### config.mk
export PLATFORM = sky130hd
export DESIGN_NAME = cpu_control
export DESIGN_NICKNAME = d
export VERILOG_FILES = /design/src/rtl/cpu_control_pkg.sv /design/src/rtl/cpu_control_branch_cond.sv /design/src/rtl/cpu_control.sv
export SDC_FILE = /design/constraint.sdc
export NUM_CORES = 1
export LEC_CHECK = 0
export ABC_CLOCK_PERIOD_IN_PS = 7900
export CORE_MARGIN = 10
export CORE_UTILIZATION = 52
export CTS_CLUSTER_SIZE = 30
export DETAILED_ROUTE_END_ITERATION = 8
export GPL_TIMING_DRIVEN = 0
export PLACE_DENSITY_LB_ADDON = 0.08
export SYNTH_ARGS = -nofsm -noshare
export SYNTH_HDL_FRONTEND = slang
export SYNTH_SLANG_ARGS = --single-unit
### constraint.sdc
create_clock -name clk -period 7.9 [get_ports clk]
set_input_delay 2.37 -clock clk [delete_from_list [all_inputs] [get_ports clk]]
set_output_delay 2.37 -clock clk [all_outputs]
set_load 0.02 [all_outputs]
### src/rtl/cpu_control_pkg.sv
// Shared encodings for the multi-cycle CPU controller: opcodes, FSM states,
// branch condition codes and register-file write-source selects.
package cpu_control_pkg;

    typedef enum logic [2:0] {
        S_FETCH,
        S_DECODE,
        S_EXEC,
        S_MEM,
        S_WB,
        S_HALT
    } state_t;

    localparam logic [3:0] OP_ADD    = 4'h0;
    localparam logic [3:0] OP_SUB    = 4'h1;
    localparam logic [3:0] OP_XOR    = 4'h2;
    localparam logic [3:0] OP_RED    = 4'h3;
    localparam logic [3:0] OP_SLL    = 4'h4;
    localparam logic [3:0] OP_SRA    = 4'h5;
    localparam logic [3:0] OP_ROR    = 4'h6;
    localparam logic [3:0] OP_PADDSB = 4'h7;
    localparam logic [3:0] OP_LW     = 4'h8;
    localparam logic [3:0] OP_SW     = 4'h9;
    localparam logic [3:0] OP_LLB    = 4'hA;
    localparam logic [3:0] OP_LHB    = 4'hB;
    localparam logic [3:0] OP_B      = 4'hC;
    localparam logic [3:0] OP_BR     = 4'hD;
    localparam logic [3:0] OP_PCS    = 4'hE;
    localparam logic [3:0] OP_HLT    = 4'hF;

    localparam logic [2:0] CC_NE = 3'b000;
    localparam logic [2:0] CC_EQ = 3'b001;
    localparam logic [2:0] CC_GT = 3'b010;
    localparam logic [2:0] CC_LT = 3'b011;
    localparam logic [2:0] CC_GE = 3'b100;
    localparam logic [2:0] CC_LE = 3'b101;
    localparam logic [2:0] CC_OV = 3'b110;
    localparam logic [2:0] CC_AL = 3'b111;

    localparam logic [1:0] WSEL_ALU = 2'b00;
    localparam logic [1:0] WSEL_MEM = 2'b01;
    localparam logic [1:0] WSEL_PC  = 2'b10;

    // Bit positions inside the {Z,V,N} flag vector
    localparam int unsigned FLAG_Z = 2;
    localparam int unsigned FLAG_V = 1;
    localparam int unsigned FLAG_N = 0;

    function automatic logic is_alu_op(input logic [3:0] op);
        return !op[3];
    endfunction

endpackage

### src/rtl/cpu_control_branch_cond.sv
// Branch condition evaluation from a 3-bit condition code and {Z,V,N} flags.
module branch_cond
    import cpu_control_pkg::*;
(
    input  logic [2:0] ccc,
    input  logic [2:0] flags,
    output logic       taken
);

    logic w_z;
    logic w_v;
    logic w_n;

    assign w_z = flags[FLAG_Z];
    assign w_v = flags[FLAG_V];
    assign w_n = flags[FLAG_N];

    always_comb begin
        taken = 1'b0;
        case (ccc)
            CC_NE:   taken = !w_z;
            CC_EQ:   taken = w_z;
            CC_GT:   taken = !w_z && !w_n;
            CC_LT:   taken = w_n;
            CC_GE:   taken = w_z || !w_n;
            CC_LE:   taken = w_z || w_n;
            CC_OV:   taken = w_v;
            CC_AL:   taken = 1'b1;
            default: taken = 1'b0;
        endcase
    end

endmodule

### src/rtl/cpu_control.sv
// Multi-cycle CPU control FSM: fetch/decode/exec/mem/writeback sequencing,
// PC and instruction register, condition flags and sticky ALU fault.
module cpu_control
    import cpu_control_pkg::*;
#(
    parameter int unsigned     ADDR_W   = 16,
    parameter logic [ADDR_W-1:0] RESET_PC = 16'h0000
) (
    input  logic              clk,
    input  logic              rst_n,
    output logic              imem_req,
    output logic [ADDR_W-1:0] imem_addr,
    input  logic [15:0]       imem_rdata,
    input  logic              imem_ready,
    output logic [3:0]        alu_opcode,
    input  logic [2:0]        alu_flags,
    input  logic              alu_err,
    output logic [3:0]        rf_raddr1,
    output logic [3:0]        rf_raddr2,
    input  logic [15:0]       rf_rdata1,
    output logic              rf_we,
    output logic [3:0]        rf_waddr,
    output logic [1:0]        rf_wsel,
    output logic              dmem_req,
    output logic              dmem_we,
    input  logic              dmem_ready,
    output logic [ADDR_W-1:0] pc_plus2,
    output logic              halted,
    output logic              fault
);

    state_t            r_state;
    state_t            w_next;
    logic [ADDR_W-1:0] r_pc;
    logic [15:0]       r_ir;
    logic [2:0]        r_flags;
    logic              r_fault;

    logic [3:0]        w_op;
    logic              w_taken;
    logic [ADDR_W-1:0] w_pc_plus2;
    logic [ADDR_W-1:0] w_br_off;

    assign w_op       = r_ir[15:12];
    assign w_pc_plus2 = r_pc + ADDR_W'(2);
    // 9-bit word offset, sign-extended and scaled to bytes
    assign w_br_off   = {{(ADDR_W-10){r_ir[8]}}, r_ir[8:0], 1'b0};

    branch_cond u_branch_cond (
        .ccc   (r_ir[11:9]),
        .flags (r_flags),
        .taken (w_taken)
    );

    always_ff @(posedge clk or negedge rst_n) begin
        if (!rst_n) begin
            r_state <= S_FETCH;
        end else begin
            r_state <= w_next;
        end
    end

    always_comb begin
        w_next = r_state;
        case (r_state)
            S_FETCH:  if (imem_ready) w_next = S_DECODE;
            S_DECODE: w_next = S_EXEC;
            S_EXEC: begin
                case (w_op)
                    OP_LW, OP_SW: w_next = S_MEM;
                    OP_B, OP_BR:  w_next = S_FETCH;
                    OP_HLT:       w_next = S_HALT;
                    default:      w_next = S_WB;
                endcase
            end
            S_MEM:    if (dmem_ready) w_next = (w_op == OP_SW) ? S_FETCH : S_WB;
            S_WB:     w_next = S_FETCH;
            S_HALT:   w_next = S_HALT;
            default:  w_next = S_FETCH;
        endcase
    end

    always_comb begin
        imem_req   = 1'b0;
        alu_opcode = 4'h0;
        rf_we      = 1'b0;
        dmem_req   = 1'b0;
        dmem_we    = 1'b0;
        halted     = 1'b0;
        rf_wsel    = WSEL_ALU;
        case (r_state)
            // Gated by rst_n so no fetch request is visible while held in reset
            S_FETCH: imem_req = rst_n;
            S_EXEC: begin
                if (is_alu_op(w_op) || w_op == OP_LLB || w_op == OP_LHB) begin
                    alu_opcode = w_op;
                end
            end
            S_MEM: begin
                dmem_req = 1'b1;
                dmem_we  = (w_op == OP_SW);
            end
            S_WB:    rf_we  = 1'b1;
            S_HALT:  halted = 1'b1;
            default: ;
        endcase
        if (w_op == OP_LW) begin
            rf_wsel = WSEL_MEM;
        end else if (w_op == OP_PCS) begin
            rf_wsel = WSEL_PC;
        end
    end

    always_ff @(posedge clk or negedge rst_n) begin
        if (!rst_n) begin
            r_pc    <= RESET_PC;
            r_ir    <= '0;
            r_flags <= '0;
            r_fault <= 1'b0;
        end else begin
            case (r_state)
                S_FETCH: if (imem_ready) r_ir <= imem_rdata;
                S_EXEC: begin
                    if (alu_err) r_fault <= 1'b1;
                    case (w_op)
                        OP_ADD, OP_SUB: r_flags <= alu_flags;
                        OP_XOR, OP_SLL, OP_SRA, OP_ROR: r_flags[FLAG_Z] <= alu_flags[FLAG_Z];
                        OP_B:  r_pc <= w_taken ? (w_pc_plus2 + w_br_off) : w_pc_plus2;
                        OP_BR: r_pc <= w_taken ? ADDR_W'(rf_rdata1) : w_pc_plus2;
                        default: ;
                    endcase
                end
                S_MEM:   if (dmem_ready && w_op == OP_SW) r_pc <= w_pc_plus2;
                S_WB:    r_pc <= w_pc_plus2;
                default: ;
            endcase
        end
    end

    assign imem_addr = r_pc;
    assign pc_plus2  = w_pc_plus2;
    assign rf_raddr1 = r_ir[7:4];
    assign rf_raddr2 = r_ir[3:0];
    assign rf_waddr  = r_ir[11:8];
    assign fault     = r_fault;

endmodule

==> flow_summary.json <==
{
  "status": "finished, final reports clean",
  "overflow": 0,
  "r2r_slack_ns": 4.63,
  "synth_top_area_share_pct": 30.2,
  "hold_buffers": 0,
  "ys.warnings.count": 0,
  "slew_viol_final": 0,
  "drt_iter0_drc": 296,
  "yosysUniqueCellTypes": 58,
  "drv_cap": 0,
  "hold_viol": 0,
  "syn_inst": 373,
  "post-route-util_pct": 73.4,
  "synth_seq_cells": 39,
  "setup_viol": 0,
  "skew_ns": 0.00617,
  "synth_top_area_cell": "dfrtp_1",
  "clockBufferDepth": 2,
  "clk_latency_ns": 0.31,
  "rr_endpoint": "imem_addr[15]",
  "netlist_top_cells_area": "dfrtp_1 (30%), ha_1 (7.0%), mux2_2 (6.3%)",
  "synth_ff_type": "dfrtp_1",
  "reg2reg_depth": 11,
  "cts.clk_slew.worst_paths_ns": 0.08,
  "yosys-top-cells-count": "dfrtp_1 (39), nand2_1 (31), nor2_1 (30)",
  "p_leak_uw": 0.00188,
  "boundaryPins": 96,
  "grt_usage_pct": 20.0,
  "dieArea_mm2": 0.00976,
  "die_h_um": 98.8,
  "cts_tree": "built",
  "path_max_fanout": 39,
  "syn_to_final_growth_pct": 35.5,
  "worstPathArrival_ns": 3.69,
  "required_ns": 5.53,
  "min_path_type": "reg2reg",
  "startpoint_type": "input port",
  "core_mm2": 0.00596,
  "drtPass1Iterations": 5,
  "final_cells": 552,
  "place.gp.congestion": 0.913,
  "grt_max_degree": 40,
  "nets": 535,
  "avgSynthCellArea_um2": 8.65,
  "numCtsBuffers": 5,
  "post-cts-setup-buffers": 0,
  "drcViolationCount": 0,
  "rsz0062_at_grt": "no",
  "initial_utilization_pct": 54.2,
  "cts.sinks": 39,
  "wl_per_cell_um": 18.6,
  "cts_resized": 0,
  "startpoint": "rst_n",
  "grt_first_pass_wirelength_um": 16200,
  "endpoint": "imem_req",
  "yosysMostFrequentCell": "dfrtp_1",
  "antenna_found_initial": 0,
  "synthesis.area_mm2": 0.00323,
  "min_period_ns": 6.06,
  "r2r_start": "imem_addr[3]",
  "ir_drop_mv": 0.0736,
  "dpl_cell_area_mm2": 0.00429,
  "drtAntennaViolNets": 0,
  "worst-setup-path-type": "in2out",
  "slew_headroom_pct": 32.1,
  "vias_per_cell": 6.01,
  "final.setup.tns_ns": 0,
  "worst_slew_pin_slew_ns": 1.02,
  "power_density_mw_per_mm2": 103,
  "async_flop_share_pct": 100,
  "htree_num_levels": 2,
  "synth_edf_count": 0,
  "diodes": 0,
  "final_design_area_no_fill_mm2": 0.00437,
  "rows": 28,
  "drt-total-wl_um": 10200,
  "synth_nets": 432,
  "drive_gt1_share_pct": 12.6,
  "placed_cells_incl_taps": 544,
  "via_count": 3319,
  "dp_hpwl_um": 7810,
  "ys_seq_area_share_pct": 30.2,
  "io_buffer_count": 95,
  "fp.dieW_um": 98.8,
  "grt_pass1_vias": 3203,
  "clockRootBuffer": "clkbuf_8",
  "period_share_pct": 76.7,
  "finalPower_uw": 450,
  "fmaxAchievable_mhz": 165,
  "end_kind": "output port"
}
per-stage QoR:
| stage | hold WS [ns] | setup WS (ns) |
|---|---|---|
| after global routing | 0.513 | 1.74 |
| after global placement | 0.437 | 0.335 |
| after CTS | 0.482 | 1.83 |
| after floorplan | 0.470 | 2.45 |
| final | 0.483 | 1.84 |
| after detailed placement | 0.463 | 1.83 |
worst min-delay path by stage:
stage               slack (ns)  cells after the start         end        from
finish                    0.48                      1       fault       fault
global placement          0.44                      1       fault       fault
global route              0.51                      1       fault       fault
floorplan                 0.47                      1  r_flags[1]  r_flags[1]
CTS                       0.48                      1       fault       fault
detailed placement        0.46                      1       fault       fault
registers in the layout, indices dropped and copies added (netlist names):
signal     cells
fault          1
r_ir          16
r_flags        3
r_state        3
imem_addr     16
kinds of logic after synthesis:
logic type	count (synthesis)	synth area share, %
and+or+nand+nor	136	22.5
AOI/OAI and AO/OA	89	17.4
buffers and inverters	41	7.06
DFF	39	30.2
muxes	27	9.27
xor gates and xnor gates	22	5.97
adders and majority gates	19	7.60
layout by cell type, fill, tap and decap left out, types with 5 or more instances in the layout:
cell type        count
clkdlybuf4s50_1     94
dfrtp_1             39
nand2_1             31
nor2_1              30
o21ai_0             26
a21oi_1             26
mux2_2              18
ha_1                18
buf_4               15
nand3_1             13
inv_1               11
and3_1              11
xnor2_1             11
xor2_1              11
buf_2                9
nor3_1               8
and2_1               7
mux2i_1              7
clkbuf_1             6
nand4_1              6
nand2b_1             5
or3_1                5
o211ai_1             5
clkbuf_8             5
cell type report:
cell class | instances | area [um^2]
multi-input combinational | 293 | 2020
tap | 75 | 93.8
clock inverter | 2 | 12.5
inverter | 11 | 41.3
sequential | 39 | 976
clock buffer | 6 | 72.6
timing repair buffer | 96 | 966
buffer | 30 | 186
fill | 476 | 1580
worst max-delay path, stage by stage:
cell and delay (ns):
buf_2 0.12, buf_12 0.23, nor4b_1 0.29, clkdlybuf4s50_1 0.67
routing by layer:
metal / vias up / GRT usage, % / wire length, um
met3: 21 / 6.08 / 882
li1: 1556 / - / -
met1: 1595 / 25.7 / 4390
met2: 147 / 31.2 / 4740
met5: - / 0 / 0
met4: 0 / 6.73 / 235
report_power, final:
part	switching, uW	internal, uW	total, uW
clock network	80.3	61.9	142
registers	6.42	205	211
logic	46.2	50.3	96.5
total	133	317	450
(Power assumes the default switching activity.)
==> RTL change 1, RTL diff (config.mk and constraints unchanged) <==
Change the parameter `ADDR_W` from 16 to 17.
--- a/src/rtl/cpu_control.sv
+++ b/src/rtl/cpu_control.sv
@@ -4,5 +4,5 @@
     import cpu_control_pkg::*;
 #(
-    parameter int unsigned     ADDR_W   = 16,
+    parameter int unsigned     ADDR_W   = 17,
     parameter logic [ADDR_W-1:0] RESET_PC = 16'h0000
 ) (
Interface: changed (resized imem_addr and pc_plus2); port bits go from 96 to 98. No check against the original RTL was run, so the function may have changed too.
==> RTL change 1 against the original RTL <==
- area after synthesis is 3.6% higher
- cell area is 4.0% higher
- routed wire length is 0.62% higher
- count of clock-buffer cells in the layout stayed put
- sequential cell count is 1 higher
- worst setup slack worse by 0.083 ns
- synthesized cell count is 2.4% higher
- die area is 2.9% higher
- fmax is 1.3% lower
Power is not compared: it rests on default switching activity, and its combinational part moved more than twofold at a synthesized area within 25%.
==> RTL change 1: results (changes against the original RTL) <==
Status
  • Status: finished, final reports clean

Synth
  • Sequential area share after synthesis: 29.9% (-0.32 points)
  • Post-synth net total: 443 (+2.5%)
  • Ys Warns: 0 (unchanged)
  • Main area contributors after synthesis: dfrtp_1, ha_1, mux2_2
  • Synth cell count leaders: dfrtp_1, nand2_1, a21oi_1
  • Async SR Flop Fraction: 100% (unchanged)
  • Yosys cell types: 62 (+6.9%)
  • Synthesized instance count: 382 (+2.4%)

Worst setup path
  • Startpoint Class: input pin
  • FF-to-FF path depth: 11 (unchanged)
  • FF-to-FF Start: imem_addr[2]
  • CP peak stage delay: 0.60 ns (-0.07 ns)
  • FF-to-FF setup slack: 4.50 ns (-0.13 ns)
  • Max Fanout on Critical Path: 24 (-38%)
  • Worst EP arrival: 3.77 ns (+0.08 ns)
  • Reg2Reg Capture Point: imem_addr[16]

Drt
  • Vias per cell: 5.99 (-0.36%)
  • Drt pass-1 iters: 6 (+1)
  • DR vias: 3385 (+2.0%)
  • Post-Route WL: 10300 um (+0.62%)
  • Iter 0 DRT Violations: 244 (-18%)

Clock network
  • Worst-path clk slew: 0.09 ns
  • Root Driver: clkbuf_8
  • Postcts setup bufs: 0 (unchanged)
  • Bufs on Longest Clock Path: 2 (unchanged)

Place
  • Port-buffer cells: 97 (+2.1%)
  • Placed cell count: 557 (+2.4%)
  • Placed Area: 4430 um^2 (+3.3%)
  • Post-detail-place hpwl: 8080 um (+3.5%)
  • RePlAce Congestion: 0.917 (+0.34%)

Layout
  • Layout cells sized above 1: 12.7% (+0.13 points)
  • Fin nets: 548 (+2.4%)

STA
  • Rel. slew slack: 42.8% (+11 points)
  • Worst Skew: 0.00972 ns (+0.00354 ns)

Global route
  • First-pass GRT wire length: 16800 um (+3.6%)
  • GRT Total Usage: 20.0% (-0.054 points)
  • Largest net degree at the start of global routing: 25 (-38%)

Die
  • Die X: 100 um (+1.4%)
## RTL change 1: changes by cell type after synthesis, moves of 4 or more
cell / delta
o21ai_0: -10
o22ai_1: -4
nand4_1: +5
mux2i_1: -6
nor3_1: +5
nor2_1: -7
xnor2_1: +12
xor2_1: -6
o21ai_1: +7
## RTL change 1: cells by family after synthesis
logic type | Yosys count | share of synthesized area, %
simple gates | 130 | 19.9
xor+xnor | 29 | 7.82
compound gates | 101 | 20.8
flops | 40 | 29.9
mux | 20 | 6.70
fa+ha+maj | 21 | 8.08
buf+inv | 41 | 6.81
## RTL change 1: area by class of cell
cell class              instances  area (um^2)
plain buffers                  32          194
repair buffers                 98          986
clock buffers                   6         82.6
flip-flops and latches         40         1000
multi-input cells             301         2120
inverters                       9         33.8
fillers                       521         1770
clock inverters                 2         38.8
well taps                      77         96.3
## RTL change 1: power breakdown
group	switching, W	internal (W)	leakage, nW
sequential	0.000000901	0.000206	0.518
clock	0.0000809	0.000103	0.0614
combinational	0.0000147	0.0000230	1.38
## RTL change 1: metrics by stage
stage	worst slack [ns]	hold WS, ns	total power (W)	util, %
6_report	1.76	0.472	0.000428	72.0
4_1_cts	1.72	0.470	0.000430	72.0
2_1_floorplan	2.95	0.470	0.000220	-
3_5_place_dp	1.73	0.446	0.000248	70.1
5_1_grt	1.69	0.489	0.000442	72.0
3_3_place_gp	0.387	0.443	0.000247	69.9
## RTL change 1: metal layers
metal  vias up  global-route usage [%]  part of all wire [%]
met2       144                    32.7                    48
met1      1627                    25.1                    43
met4         0                    5.11                  0.87
met5         -                       0                     0
met3        11                    5.84                   8.7
li1       1603                       -                     -
## RTL change 1: how the worst max path moves through the flow
stage | slack (ns) | cells past startpoint | to | start
after detailed placement | 1.73 | 4 | imem_req | rst_n
after floorplan | 2.95 | 1 | imem_req | rst_n
after global routing | 1.69 | 4 | imem_req | rst_n
final | 1.76 | 4 | imem_req | rst_n
after global placement | 0.39 | 3 | imem_req | rst_n
after CTS | 1.72 | 4 | imem_req | rst_n
==> RTL change 2, RTL diff (same settings) <==
Made on the original files. Re-encode `state_t` (6 states) as one-hot, 6 bits wide.
--- a/src/rtl/cpu_control_pkg.sv
+++ b/src/rtl/cpu_control_pkg.sv
@@ -3,11 +3,11 @@
 package cpu_control_pkg;
 
-    typedef enum logic [2:0] {
-        S_FETCH,
-        S_DECODE,
-        S_EXEC,
-        S_MEM,
-        S_WB,
-        S_HALT
+    typedef enum logic [5:0] {
+        S_FETCH  = 6'b000001,
+        S_DECODE = 6'b000010,
+        S_EXEC   = 6'b000100,
+        S_MEM    = 6'b001000,
+        S_WB     = 6'b010000,
+        S_HALT   = 6'b100000
     } state_t;
 
Check against the original RTL: no difference found for any inputs over 10 cycles, from zero or initial values and one cycle with rst_n low; not proved beyond that.
==> RTL change 2 against the original RTL <==
- routed wire length fell by 3.3%
- cell area rose by 1.7%
- sequential cell count rose by 3
- worst setup slack improved by 0.034 ns
- critical path depth did not move
- area after synthesis rose by 2.2%
- critical endpoint unchanged
Power is left out: it rests on default switching activity, and per cell area and clock period it moved more than threefold.
==> RTL change 2: results (changes against the original RTL) <==
Status
  • Status: finished, final reports clean

Place
  • Placed Area: 4360 um^2 (+1.7%)
  • RePlAce Congestion: 0.884 (-3.2%)
  • Post-detail-place hpwl: 7690 um (-1.6%)
  • Port-buffer cells: 95 (unchanged)

Worst setup path
  • Crit-path slowest cell: clkdlybuf4s50_1
  • CP top delay family: buffers and inverters
  • CP peak stage delay: 0.60 ns (-0.07 ns)
  • Worst EP arrival: 3.66 ns (-0.03 ns)
  • Max Fanout on Critical Path: 32 (-18%)

Clock network
  • Num CTS Buffers: 5 (unchanged)
  • Root Driver: clkbuf_8
  • Worst-skew pair later-pin latency: 0.31 ns (about the same)
  • Post-CTS sizing: 0 (unchanged)
  • H-tree levels: 2 (unchanged)
  • Postcts setup bufs: 0 (unchanged)
  • Worst-path clk slew: 0.09 ns
  • Bufs on Longest Clock Path: 2 (unchanged)

Global route
  • Largest net degree at the start of global routing: 33 (-18%)
  • GRT Total Usage: 19.6% (-0.48 points)
  • Initial antenna violation count: 0 (unchanged)
  • First-pass GRT wire length: 16000 um (-0.90%)
  • Vias in the first global route: 3261 (+1.8%)

Drt
  • Iter 0 DRT Violations: 192 (-35%)
  • DR vias: 3210 (-3.3%)
  • Drt pass-1 iters: 5 (unchanged)
  • Post-Route WL: 9900 um (-3.3%)

STA
  • Rel. slew slack: 57.1% (+25 points)
  • Worst Skew: 0.00686 ns (+0.000682 ns)

Synth
  • Post-synth net total: 435 (+0.69%)
  • Yosys cell types: 57 (-1.7%)
  • Synth cell count leaders: dfrtp_1, nand2_1, a21oi_1, o21ai_0, nor2_1
  • Ys Warns: 0 (unchanged)
  • Async SR Flop Fraction: 100% (unchanged)
  • Main area contributors after synthesis: dfrtp_1, ha_1, mux2_2
  • Sequential area share after synthesis: 31.9% (+1.7 points)

Layout
  • Layout cells sized above 1: 12.3% (-0.26 points)
  • Antenna diodes: 0 (unchanged)
  • Fin nets: 538 (+0.56%)

Die
  • Die ar.: 9930 um^2 (+1.8%)

Worst hold path
  • Worst hold path type: reg2reg
-- RTL change 2: changes by cell type after synthesis, moves of 4 or more --
cell,change
mux2i_1,-6
nor3b_1,+5
and2_1,-5
clkbuf_1,+8
nand2_1,+4
nor2_1,-9
a31oi_1,+7
and3_1,-4
o211ai_1,+6
xnor2_1,+5
a41oi_1,-4
-- RTL change 2: worst paths after layout --
check | start | to | slack [ns] | cells after the start
max | rst_n | imem_req | 1.87 | 4
min | fault | fault | 0.46 | 1
max reg2reg | imem_addr[3] | imem_addr[14] | 4.34 | 12
min reg2reg | fault | fault | 0.46 | 1
max in group asynchronous | rst_n | r_state[0] | 5.43 | 2
min in group asynchronous | rst_n | r_ir[10] | 1.93 | 1
-- RTL change 2: worst reg2reg max path: stages (launching register included) --
cell and delay (ns):
dfrtp_1 0.50, and4_1 0.30, and3_1 0.28, nand3_1 0.19, nor2_1 0.23, xor2_1 0.25, ha_1 0.35, a21o_1 0.19
or4_1 0.48, a32oi_1 0.22, xnor2_1 0.18, nor2_1 0.07, o31ai_1 0.24
-- RTL change 2: cell families (layout without fill, tap and decap cells) --
| group | Yosys count | after routing | synth area share (%) |
|---|---|---|---|
| AND/OR/NAND/NOR | 123 | 123 | 20.0 |
| AO/OA/AOI/OAI | 95 | 95 | 18.8 |
| adder cells (fa/ha/maj) | 20 | 20 | 7.81 |
| flip-flops | 42 | 42 | 31.9 |
| buffers and inverters | 48 | 152 | 7.51 |
| XOR/XNOR | 27 | 27 | 7.17 |
| multiplexers | 20 | 20 | 6.79 |
-- RTL change 2: metal layers --
| layer | up-vias | GRT usage, % | share of wire, % |
|---|---|---|---|
| met5 | - | 0 | 0 |
| met4 | 0 | 6.06 | 1.7 |
| met3 | 13 | 6.78 | 9.3 |
| met2 | 121 | 31.0 | 47 |
| met1 | 1521 | 24.3 | 43 |
| li1 | 1555 | - | - |
-- RTL change 2: per-stage QoR --
stage               instances  util [%]  worst slack [ns]
floorplan                 375         -              2.95
global placement          545      72.1             0.337
detailed placement        546      72.3              1.83
CTS                       554      73.8              1.83
global route              554      73.8              1.78
finish                    554      73.8              1.87
-- RTL change 2: layout make-up --
type	count	area [um^2]
Sequential cell	42	1050
Buffer	34	195
Inverter	14	52.6
Multi-Input combinational cell	285	2000
Timing Repair Buffer	96	966
Fill cell	463	1580
Clock buffer	5	68.8
Tap cell	75	93.8
Clock inverter	3	21.3
